<file path="config.mk">
export PLATFORM = sky130hd
export DESIGN_NAME = x1_cpu_mem_arbiter
export DESIGN_NICKNAME = d
export VERILOG_FILES = /design/src/rtl/x1_cpu_mem_arbiter_pkg.sv /design/src/rtl/x1_cpu_mem_arbiter_watchdog.sv /design/src/rtl/x1_cpu_mem_arbiter.sv
export SDC_FILE = /design/constraint.sdc
export NUM_CORES = 1
export LEC_CHECK = 0
export BUFFER_PORTS_ARGS = -buffer_cell sky130_fd_sc_hd__buf_2
export CAP_MARGIN = 0
export CELL_PAD_IN_SITES_DETAIL_PLACEMENT = 0
export CELL_PAD_IN_SITES_GLOBAL_PLACEMENT = 1
export CORE_MARGIN = 2
export CORE_UTILIZATION = 39
export CTS_BUF_LIST = sky130_fd_sc_hd__clkbuf_8
export CTS_CLUSTER_DIAMETER = 200
export DETAILED_ROUTE_END_ITERATION = 7
export PLACE_DENSITY_LB_ADDON = 0.1
export SYNTH_ARGS = -nofsm -noshare
export SYNTH_HDL_FRONTEND = slang
export SYNTH_HIERARCHICAL = 1
export SYNTH_SLANG_ARGS = --single-unit
</file>
<file path="constraint.sdc">
create_clock -name clock -period 2.24 [get_ports clock]
set_input_delay 0.336 -clock clock [delete_from_list [all_inputs] [get_ports clock]]
set_output_delay 0.336 -clock clock [all_outputs]
set_load 0.02 [all_outputs]
</file>
<file path="src/rtl/x1_cpu_mem_arbiter_pkg.sv">
// Shared types and constants for the X1 main-RAM arbiter.
package x1_mem_pkg;

  // Arbiter FSM states: one idle state plus one access state per requester.
  typedef enum logic [1:0] {
    IDLE    = 2'd0,
    DL_ACC  = 2'd1,
    VID_ACC = 2'd2,
    CPU_ACC = 2'd3
  } state_t;

  // Source of the most recent grant, used to let the CPU beat video after a video grant.
  typedef enum logic [1:0] {
    SRC_DL  = 2'd0,
    SRC_VID = 2'd1,
    SRC_CPU = 2'd2
  } src_t;

  // Bit positions inside the sticky err vector.
  localparam int unsigned ERR_TIMEOUT = 0;
  localparam int unsigned ERR_OVERRUN = 1;

endpackage

</file>
<file path="src/rtl/x1_cpu_mem_arbiter_watchdog.sv">
// Ack watchdog: counts access cycles without mem_ack and pulses expire
// in the ACK_TIMEOUT-th such cycle.
module x1_ack_watchdog #(
  parameter int unsigned ACK_TIMEOUT = 255,
  parameter int unsigned TO_W        = 8
) (
  input  logic clock,
  input  logic reset_n,
  input  logic clear,
  input  logic run,
  output logic expire
);

  localparam logic [TO_W-1:0] LP_LAST = TO_W'(ACK_TIMEOUT - 1);

  logic [TO_W-1:0] r_cnt;

  assign expire = run & (r_cnt == LP_LAST);

  // Cycle counter: cleared on each grant, advances while an access waits for its ack.
  always_ff @(posedge clock) begin
    if (!reset_n) begin
      r_cnt <= '0;
    end else if (clear) begin
      r_cnt <= '0;
    end else if (run) begin
      r_cnt <= r_cnt + 1'b1;
    end
  end

endmodule

</file>
<file path="src/rtl/x1_cpu_mem_arbiter.sv">
// X1 main-RAM arbiter: shares the RAM port between download loader, video
// fetch and the Z80, stalling the CPU via its clock enable while its access
// is outstanding and holding it in reset during downloads.
module x1_cpu_mem_arbiter
  import x1_mem_pkg::*;
#(
  parameter int unsigned ADDR_W      = 16,
  parameter int unsigned ACK_TIMEOUT = 255,
  parameter int unsigned TO_W        = 8
) (
  input  logic              clock,
  input  logic              reset_n,
  input  logic              cep_in,
  output logic              cpu_cep,
  output logic              cpu_reset_n,
  input  logic              cpu_mreq_n,
  input  logic              cpu_wr_n,
  input  logic [ADDR_W-1:0] cpu_a,
  input  logic [7:0]        cpu_dout,
  output logic [7:0]        cpu_di,
  input  logic              vid_req,
  input  logic [ADDR_W-1:0] vid_addr,
  output logic [7:0]        vid_data,
  output logic              vid_ack,
  input  logic              dl_active,
  input  logic              dl_wr,
  input  logic [ADDR_W-1:0] dl_addr,
  input  logic [7:0]        dl_data,
  output logic              mem_req,
  output logic              mem_we,
  output logic [ADDR_W-1:0] mem_addr,
  output logic [7:0]        mem_wdata,
  input  logic [7:0]        mem_rdata,
  input  logic              mem_ack,
  output logic [1:0]        err
);

  state_t            r_state;
  state_t            w_state_nxt;
  src_t              r_last;
  src_t              w_grant_src;
  logic              w_grant;

  logic              r_mem_req;
  logic              r_mem_we;
  logic [ADDR_W-1:0] r_mem_addr;
  logic [7:0]        r_mem_wdata;
  logic [7:0]        r_cpu_di;
  logic [7:0]        r_vid_data;
  logic              r_vid_ack;
  logic              r_cpu_reset_n;
  logic              r_cpu_served;
  logic              r_dl_pend;
  logic [ADDR_W-1:0] r_dl_addr;
  logic [7:0]        r_dl_data;
  logic              r_err_to;
  logic              r_err_ov;

  logic              w_cpu_pend;
  logic              w_cpu_req;
  logic              w_vid_req;
  logic              w_in_acc;
  logic              w_run;
  logic              w_expire;
  logic              w_done;
  logic              w_dl_done;
  logic              w_vid_done;
  logic              w_cpu_done;
  logic [7:0]        w_rdata;

  assign w_cpu_pend = ~cpu_mreq_n & ~r_cpu_served;
  assign w_cpu_req  = w_cpu_pend & ~dl_active;
  // vid_req is still high in the cycle vid_ack is presented; masking it there
  // stops the same request being granted twice.
  assign w_vid_req  = vid_req & ~r_vid_ack;
  assign w_in_acc   = (r_state != IDLE);
  assign w_run      = w_in_acc & ~mem_ack;
  assign w_done     = w_in_acc & (mem_ack | w_expire);
  assign w_dl_done  = w_done & (r_state == DL_ACC);
  assign w_vid_done = w_done & (r_state == VID_ACC);
  assign w_cpu_done = w_done & (r_state == CPU_ACC);
  // A timed-out access completes with all-ones data.
  assign w_rdata    = mem_ack ? mem_rdata : 8'hFF;

  assign cpu_cep     = cep_in & ~w_cpu_pend;
  assign cpu_reset_n = r_cpu_reset_n;
  assign cpu_di      = r_cpu_di;
  assign vid_data    = r_vid_data;
  assign vid_ack     = r_vid_ack;
  assign mem_req     = r_mem_req;
  assign mem_we      = r_mem_we;
  assign mem_addr    = r_mem_addr;
  assign mem_wdata   = r_mem_wdata;

  // Assemble the sticky error flags at their named bit positions.
  always_comb begin
    err              = '0;
    err[ERR_TIMEOUT] = r_err_to;
    err[ERR_OVERRUN] = r_err_ov;
  end

  x1_ack_watchdog #(
    .ACK_TIMEOUT (ACK_TIMEOUT),
    .TO_W        (TO_W)
  ) u_watchdog (
    .clock   (clock),
    .reset_n (reset_n),
    .clear   (w_grant),
    .run     (w_run),
    .expire  (w_expire)
  );

  // Next-state and grant selection: download first, then video/CPU with CPU favoured after a video grant.
  always_comb begin
    w_state_nxt = r_state;
    w_grant     = 1'b0;
    w_grant_src = r_last;
    unique case (r_state)
      IDLE: begin
        if (r_dl_pend) begin
          w_grant     = 1'b1;
          w_grant_src = SRC_DL;
          w_state_nxt = DL_ACC;
        end else if (w_vid_req && !(w_cpu_req && (r_last == SRC_VID))) begin
          w_grant     = 1'b1;
          w_grant_src = SRC_VID;
          w_state_nxt = VID_ACC;
        end else if (w_cpu_req) begin
          w_grant     = 1'b1;
          w_grant_src = SRC_CPU;
          w_state_nxt = CPU_ACC;
        end
      end
      default: begin
        if (w_done) begin
          w_state_nxt = IDLE;
        end
      end
    endcase
  end

  // FSM state register.
  always_ff @(posedge clock) begin
    if (!reset_n) begin
      r_state <= IDLE;
    end else begin
      r_state <= w_state_nxt;
    end
  end

  // RAM request, read-data return and timeout flag.
  always_ff @(posedge clock) begin
    if (!reset_n) begin
      r_mem_req   <= 1'b0;
      r_mem_we    <= 1'b0;
      r_mem_addr  <= '0;
      r_mem_wdata <= '0;
      r_cpu_di    <= 8'hFF;
      r_vid_data  <= '0;
      r_vid_ack   <= 1'b0;
      r_last      <= SRC_CPU;
      r_err_to    <= 1'b0;
    end else begin
      if (w_grant) begin
        r_mem_req <= 1'b1;
        r_last    <= w_grant_src;
        unique case (w_grant_src)
          SRC_DL: begin
            r_mem_addr  <= r_dl_addr;
            r_mem_wdata <= r_dl_data;
            r_mem_we    <= 1'b1;
          end
          SRC_VID: begin
            r_mem_addr <= vid_addr;
            r_mem_we   <= 1'b0;
          end
          default: begin
            r_mem_addr  <= cpu_a;
            r_mem_wdata <= cpu_dout;
            r_mem_we    <= ~cpu_wr_n;
          end
        endcase
      end else if (w_done) begin
        r_mem_req <= 1'b0;
      end
      r_vid_ack <= w_vid_done;
      if (w_vid_done) begin
        r_vid_data <= w_rdata;
      end
      if (w_cpu_done && !r_mem_we) begin
        r_cpu_di <= w_rdata;
      end
      if (w_expire) begin
        r_err_to <= 1'b1;
      end
    end
  end

  // CPU served flag: set on completion, cleared once mreq_n is seen high.
  always_ff @(posedge clock) begin
    if (!reset_n) begin
      r_cpu_served <= 1'b0;
    end else if (w_cpu_done) begin
      r_cpu_served <= 1'b1;
    end else if (cpu_mreq_n) begin
      r_cpu_served <= 1'b0;
    end
  end

  // Download holding register; a write landing on the ack cycle reloads without overrun.
  always_ff @(posedge clock) begin
    if (!reset_n) begin
      r_dl_pend <= 1'b0;
      r_dl_addr <= '0;
      r_dl_data <= '0;
      r_err_ov  <= 1'b0;
    end else if (dl_wr) begin
      r_dl_pend <= 1'b1;
      r_dl_addr <= dl_addr;
      r_dl_data <= dl_data;
      if (r_dl_pend && !w_dl_done) begin
        r_err_ov <= 1'b1;
      end
    end else if (w_dl_done) begin
      r_dl_pend <= 1'b0;
    end
  end

  // CPU reset follows the download state one cycle late.
  always_ff @(posedge clock) begin
    if (!reset_n) begin
      r_cpu_reset_n <= 1'b0;
    end else begin
      r_cpu_reset_n <= ~dl_active;
    end
  end

endmodule

</file>
==> results.json, run 1 <==
{
  "crit_fanout": 16,
  "dieHeight_um": 103,
  "r2r-start": "r_state[1]$_SDFFE_PN0P_",
  "synth-edff-count": 0,
  "p_leak_uw": 0.00221,
  "routabilityCongestion": 0.798,
  "row_count": 36,
  "netlist.area_leader.share": 0.438,
  "synth_area_sq_um": 3840,
  "stdcell_count": 664,
  "fp.dieArea_sq_um": 10700,
  "drt_iter0_drc": 70,
  "cp.required_ns": 2.46,
  "timing.hold.ws_ns": 0.217,
  "cts_sinks": 84,
  "async_flop_share": 0,
  "tightestPinTransition_ns": 0.838,
  "grt_pass1_wl_um": 14500,
  "ant_nets": 0,
  "cap_violations": 0,
  "status": "complete, no violations",
  "cts_root_buffer": "clkbuf_8",
  "ys_types": 51,
  "cts_resized": 0,
  "overflow": 0,
  "diodes": 0,
  "area_delta_synth_final_pct": 25.2,
  "worstPathArrival_ns": 2.26,
  "synth_cells": 406,
  "clockBufferDepth": 2,
  "p_per_area_nw_per_um2": 781,
  "globalRouteTotalUtil": 0.175,
  "fin_area_sq_um": 4810,
  "nNetsFinal": 610,
  "ctsHoldBuffers": 0,
  "max_freq_mhz": 490,
  "vias": 3221,
  "via_per_inst": 4.85,
  "cts_buffers": 9,
  "num_io_pins": 128,
  "dp_hpwl_um": 6780,
  "crit_path_start_kind": "flop",
  "cts_tree": "built",
  "synth_top_cells_by_area": "dfxtp_1, mux2i_1, nor2b_1",
  "start_util": 0.397,
  "vdd_drop_max_mv": 0.424,
  "wl_per_cell_um": 14.2,
  "critPathKind": "flop to flop",
  "rsz0062_at_grt": "false",
  "grt_pass1_vias": 2900,
  "synth_ff_type": "dfxtp_1",
  "drive_gt1_frac": 0.348,
  "dp_cells": 649,
  "ys_ff_latch": 84,
  "maxSlewViolCount": 0,
  "route.detailed.drc": 0,
  "ys.warnings.count": 6,
  "die_x_um": 103,
  "cp-startpoint": "r_state[1]$_SDFFE_PN0P_",
  "synth.largest_area_cell": "dfxtp_1",
  "port_buffers": 127,
  "core_area_sq_um": 9680,
  "cts_setup_buffers": 0,
  "drt_pre_antenna_iters": 4,
  "ys_seq_area_frac": 0.438,
  "fin_crit_sh": 0.911,
  "hp-class": "input port to flop",
  "drt-total-wl_um": 9420,
  "place_area_sq_um": 4600,
  "maxSlewHeadroom": 0.441,
  "min_from": "dl_active",
  "hold_violations": 0,
  "fin_crit_ns": 2.04,
  "clk_latency_ns": 0.35,
  "grt_max_degree": 54,
  "cts_max_level": 3,
  "syn-num-nets": 489,
  "power.total_uw": 3760,
  "avgSynthCellArea_sq_um": 9.46,
  "finalSetupViolCount": 0,
  "clock_skew_ns": 0.0132,
  "fin_setup_tns_ns": 0,
  "antenna_found_initial": 0,
  "clk_pin_slew_ns": 0.08,
  "cp-end-kind": "flop"
}
[layer usage]
metal,global-route usage,wire (um),vias up
met2,0.264,4080,92
li1,-,-,1670
met4,0.0587,155,0
met1,0.246,4610,1443
met5,0,0,-
met3,0.0444,569,16
[final timing paths]
check,endpoint,slack [ns],depth (start not counted)
worst max-delay path,cpu_di[6]$_SDFFE_PN1P_,0.20,8
worst min-delay path,cpu_reset_n$_SDFF_PN0_,0.22,2
worst max register to register,cpu_di[6]$_SDFFE_PN1P_,0.20,8
worst min register to register,mem_addr[4]$_SDFFE_PN0P_,0.45,2
[cell type report]
type	count	area, sq um
flip-flops and latches	84	1680
clock buffers	9	124
clock inverters	6	82.6
fillers	965	4880
well taps	133	166
repair buffers	140	758
multi-input cells	284	1970
inverters	8	30.0
[layout by cell type, fill, tap and decap left out, types with 4 or more instances in the layout]
cell / n
o31ai_1: 9
mux2i_1: 25
o211ai_1: 10
o211a_1: 8
o31ai_2: 9
o21ai_0: 11
a21oi_1: 10
dfxtp_1: 84
buf_4: 11
clkbuf_8: 9
a211oi_1: 8
nor2_1: 38
buf_2: 127
a21boi_0: 20
inv_1: 10
o21a_1: 4
nor2b_1: 38
nand2_1: 37
o221ai_1: 5
a211oi_2: 9
[cells by family after synthesis]
| family | Yosys count | share of synthesized area |
|---|---|---|
| and+or+nand+nor | 142 | 0.190 |
| DFF | 84 | 0.438 |
| buffers and inverters | 38 | 0.0505 |
| xor gates and xnor gates | 4 | 0.00912 |
| adders and majority gates | 2 | 0.00651 |
| AOI/OAI and AO/OA | 111 | 0.241 |
| muxes | 25 | 0.0651 |
[worst max-delay path, cell delays in order (launching register included)]
cell and delay [ns]:
dfxtp_1 0.52, nor2_4 0.12, nor2_1 0.18, nand4_1 0.13, nor2_1 0.18, o211ai_1 0.15
or2_2 0.43, nand2_1 0.11, o211ai_1 0.09
[power breakdown]
group / internal (uW) / switching [uW]
Clock: 615 / 541
Combinational: 374 / 523
Sequential: 1620 / 80.8
[cell usage after synthesis, drive strengths merged (2+ instances only)]
cell type and instances:
dfxtp 84, nor2 39, nor2b 38, nand2 37, mux2i 25, a21boi 20, o31ai 18, a211oi 17
buf 15, clkbuf 15, o211ai 12, o21ai 12, a21oi 10, inv 8, o211a 8, o21a 5
o221ai 5, and2 4, nand4 4, nor3 4, or3 4, xor2 3, a22oi 2, and3 2
ha 2, nand2b 2, nand3 2, nor3b 2
[metrics by stage]
step | setup WS, ns | util
6_report | 0.199 | 0.497
3_3_place_gp | 0.400 | 0.475
4_1_cts | 0.228 | 0.497
5_1_grt | 0.0232 | 0.497
2_1_floorplan | 0.190 | -
3_5_place_dp | 0.234 | 0.475
[flip-flops by register name, indices dropped and copies added (netlist names), 2 cells and up]
signal and flops:
r_last 2, mem_addr 16, r_dl_addr 16, cpu_di 8
r_dl_data 8, vid_data 8, mem_wdata 8, r_state 2
u_watchdog/r_cnt 8
Note: power is estimated with default switching activity, not from simulation.
==> run 2: changes to the inputs <==
--- a/config.mk
+++ b/config.mk
@@ -5,12 +5,13 @@
 export SDC_FILE = /design/constraint.sdc
 export NUM_CORES = 1
 export LEC_CHECK = 0
+export ABC_AREA = 1
 export BUFFER_PORTS_ARGS = -buffer_cell sky130_fd_sc_hd__buf_2
 export CAP_MARGIN = 0
 export CELL_PAD_IN_SITES_DETAIL_PLACEMENT = 0
 export CELL_PAD_IN_SITES_GLOBAL_PLACEMENT = 1
 export CORE_MARGIN = 2
-export CORE_UTILIZATION = 39
+export CORE_UTILIZATION = 36
 export CTS_BUF_LIST = sky130_fd_sc_hd__clkbuf_8
 export CTS_CLUSTER_DIAMETER = 200
 export DETAILED_ROUTE_END_ITERATION = 7
==> results.json, run 2 <==
{
  "status": "complete, no violations",
  "crit_fanout": 8,
  "netlist_top_cells_count": "nor2_1, nand2_1, dfxtp_1, inv_1, nand3_1",
  "diodes": 0,
  "routabilityCongestion": 0.776,
  "drive_gt1_frac": 0.296,
  "cts_sinks": 84,
  "row_count": 37,
  "rsz0062_at_grt": "false",
  "drt_iter0_drc": 114,
  "avgSynthCellArea_sq_um": 7.22,
  "clockBufferDepth": 2,
  "fin_setup_tns_ns": 0,
  "ys.warnings.count": 6,
  "vdd_drop_max_mv": 0.351,
  "slowest_stage": "dfxtp_1",
  "maxSlewViolCount": 0,
  "cts_max_level": 3,
  "fin_crit_ns": 1.93,
  "slowest_delay_ns": 0.49,
  "clk_pin_slew_ns": 0.08,
  "fin_crit_sh": 0.864,
  "yosysMostFrequentCell": "nor2_1",
  "route.detailed.drc": 0,
  "cts_resized": 0,
  "drt-total-wl_um": 10400,
  "finalSetupViolCount": 0,
  "path_cells": "nor2_4, nor2_1, nand4_1, nor3_1, nor2_1, inv_1, nand3_1, nor2_2, inv_1, nand2_1, nand3_1",
  "netlist.area_leader.share": 0.435,
  "synth.largest_area_cell": "dfxtp_1",
  "overflow": 0,
  "most-common-layout-cells": "buf_2, nor2_1, nand2_1, dfxtp_1, inv_1",
  "dp_cells": 782,
  "via_per_inst": 4.63,
  "hold_depth": 2,
  "crit_path_start_kind": "flop",
  "start_util": 0.373,
  "synth-edff-count": 0,
  "max_freq_mhz": 517,
  "synth_top_cells_by_area": "dfxtp_1, nor2_1, nand2_1",
  "area_delta_synth_final_pct": 22.7,
  "ys_seq_area_frac": 0.435,
  "worst-r2r-cell-count": 11,
  "vias": 3691,
  "layout_commonest_cell": "buf_2",
  "maxSlewHeadroom": 0.594,
  "cap_violations": 0,
  "worstPathArrival_ns": 2.17,
  "cts_setup_buffers": 0,
  "core_area_sq_um": 10400,
  "ant_nets": 0,
  "dieHeight_um": 108,
  "stdcell_count": 798,
  "cts_root_buffer": "clkbuf_8",
  "critPathKind": "flop to flop",
  "grt_pass1_vias": 3592,
  "hp-class": "input port to flop",
  "p_leak_uw": 0.00238,
  "synth_ff_type": "dfxtp_1",
  "dp_hpwl_um": 7440,
  "syn-num-nets": 618,
  "drt_pre_antenna_iters": 4,
  "port_buffers": 127,
  "ys_ff_latch": 84,
  "cts_buffers": 9,
  "nNetsFinal": 740,
  "hold_violations": 0,
  "tightestPinTransition_ns": 0.609,
  "synth_cells": 535,
  "synth_area_sq_um": 3860,
  "clk_latency_ns": 0.36,
  "cp-end-kind": "flop",
  "antenna_found_initial": 0,
  "num_io_pins": 128,
  "cts_tree": "built",
  "grt_max_degree": 32,
  "die_x_um": 108,
  "ys_types": 33,
  "grt_pass1_wl_um": 16700,
  "ctsHoldBuffers": 0,
  "p_per_area_nw_per_um2": 782,
  "wl_per_cell_um": 13.1,
  "power.total_uw": 3710,
  "globalRouteTotalUtil": 0.185,
  "fp.dieArea_sq_um": 11600,
  "clock_skew_ns": 0.00597,
  "cp.required_ns": 2.48,
  "async_flop_share": 0
}
[run 2: cell families after synthesis]
kind of cell / Yosys count / synth area share
AND/OR/NAND/NOR: 287 / 0.339
AO/OA/AOI/OAI: 87 / 0.125
flip-flops: 84 / 0.435
buffers and inverters: 75 / 0.0945
adder cells (fa/ha/maj): 2 / 0.00647
[run 2: cell type report]
cell class,instances,area (sq um)
fillers,1141,5630
multi-input cells,376,1820
flip-flops and latches,84,1680
repair buffers,137,711
inverters,49,195
well taps,136,170
clock buffers,10,138
clock inverters,6,30.0
[run 2: worst max-delay path: cells and delay by family, from the launching register on]
kind	cells	cell delay, ns
simple gates	9	1.11
buf+inv	2	0.22
flops	1	0.49
[run 2: final timing paths]
path | to | slack, ns | startpoint
min reg2reg | cpu_di[5]$_SDFFE_PN1P_ | 0.46 | cpu_di[5]$_SDFFE_PN1P_
max reg2reg | cpu_di[0]$_SDFFE_PN1P_ | 0.31 | r_state[0]$_SDFFE_PN0P_
min | cpu_reset_n$_SDFF_PN0_ | 0.16 | dl_active
max | cpu_di[0]$_SDFFE_PN1P_ | 0.31 | r_state[0]$_SDFFE_PN0P_
[run 2: through the flow]
stage | hold slack (ns) | util | instance area [sq um] | setup slack [ns]
floorplan | 0.408 | - | 3860 | 0.225
global placement | 0.436 | 0.441 | 4570 | 0.256
detailed placement | 0.442 | 0.441 | 4570 | 0.245
CTS | 0.147 | 0.457 | 4740 | 0.223
global route | 0.150 | 0.457 | 4740 | 0.00561
finish | 0.156 | 0.457 | 4740 | 0.305
[run 2: report_power, final]
group          internal (uW)  total, uW  switching [uW]
Combinational            355       1040             683
Sequential              1630       1710            78.2
Clock                    421        960             539
Total                   2410       3710            1300
[run 2: per-layer routing]
| metal | global-route usage | share of wire |
|---|---|---|
| met2 | 0.283 | 0.44 |
| met1 | 0.253 | 0.49 |
| met4 | 0.0696 | 0.012 |
| met5 | 0 | 0 |
| met3 | 0.0412 | 0.053 |
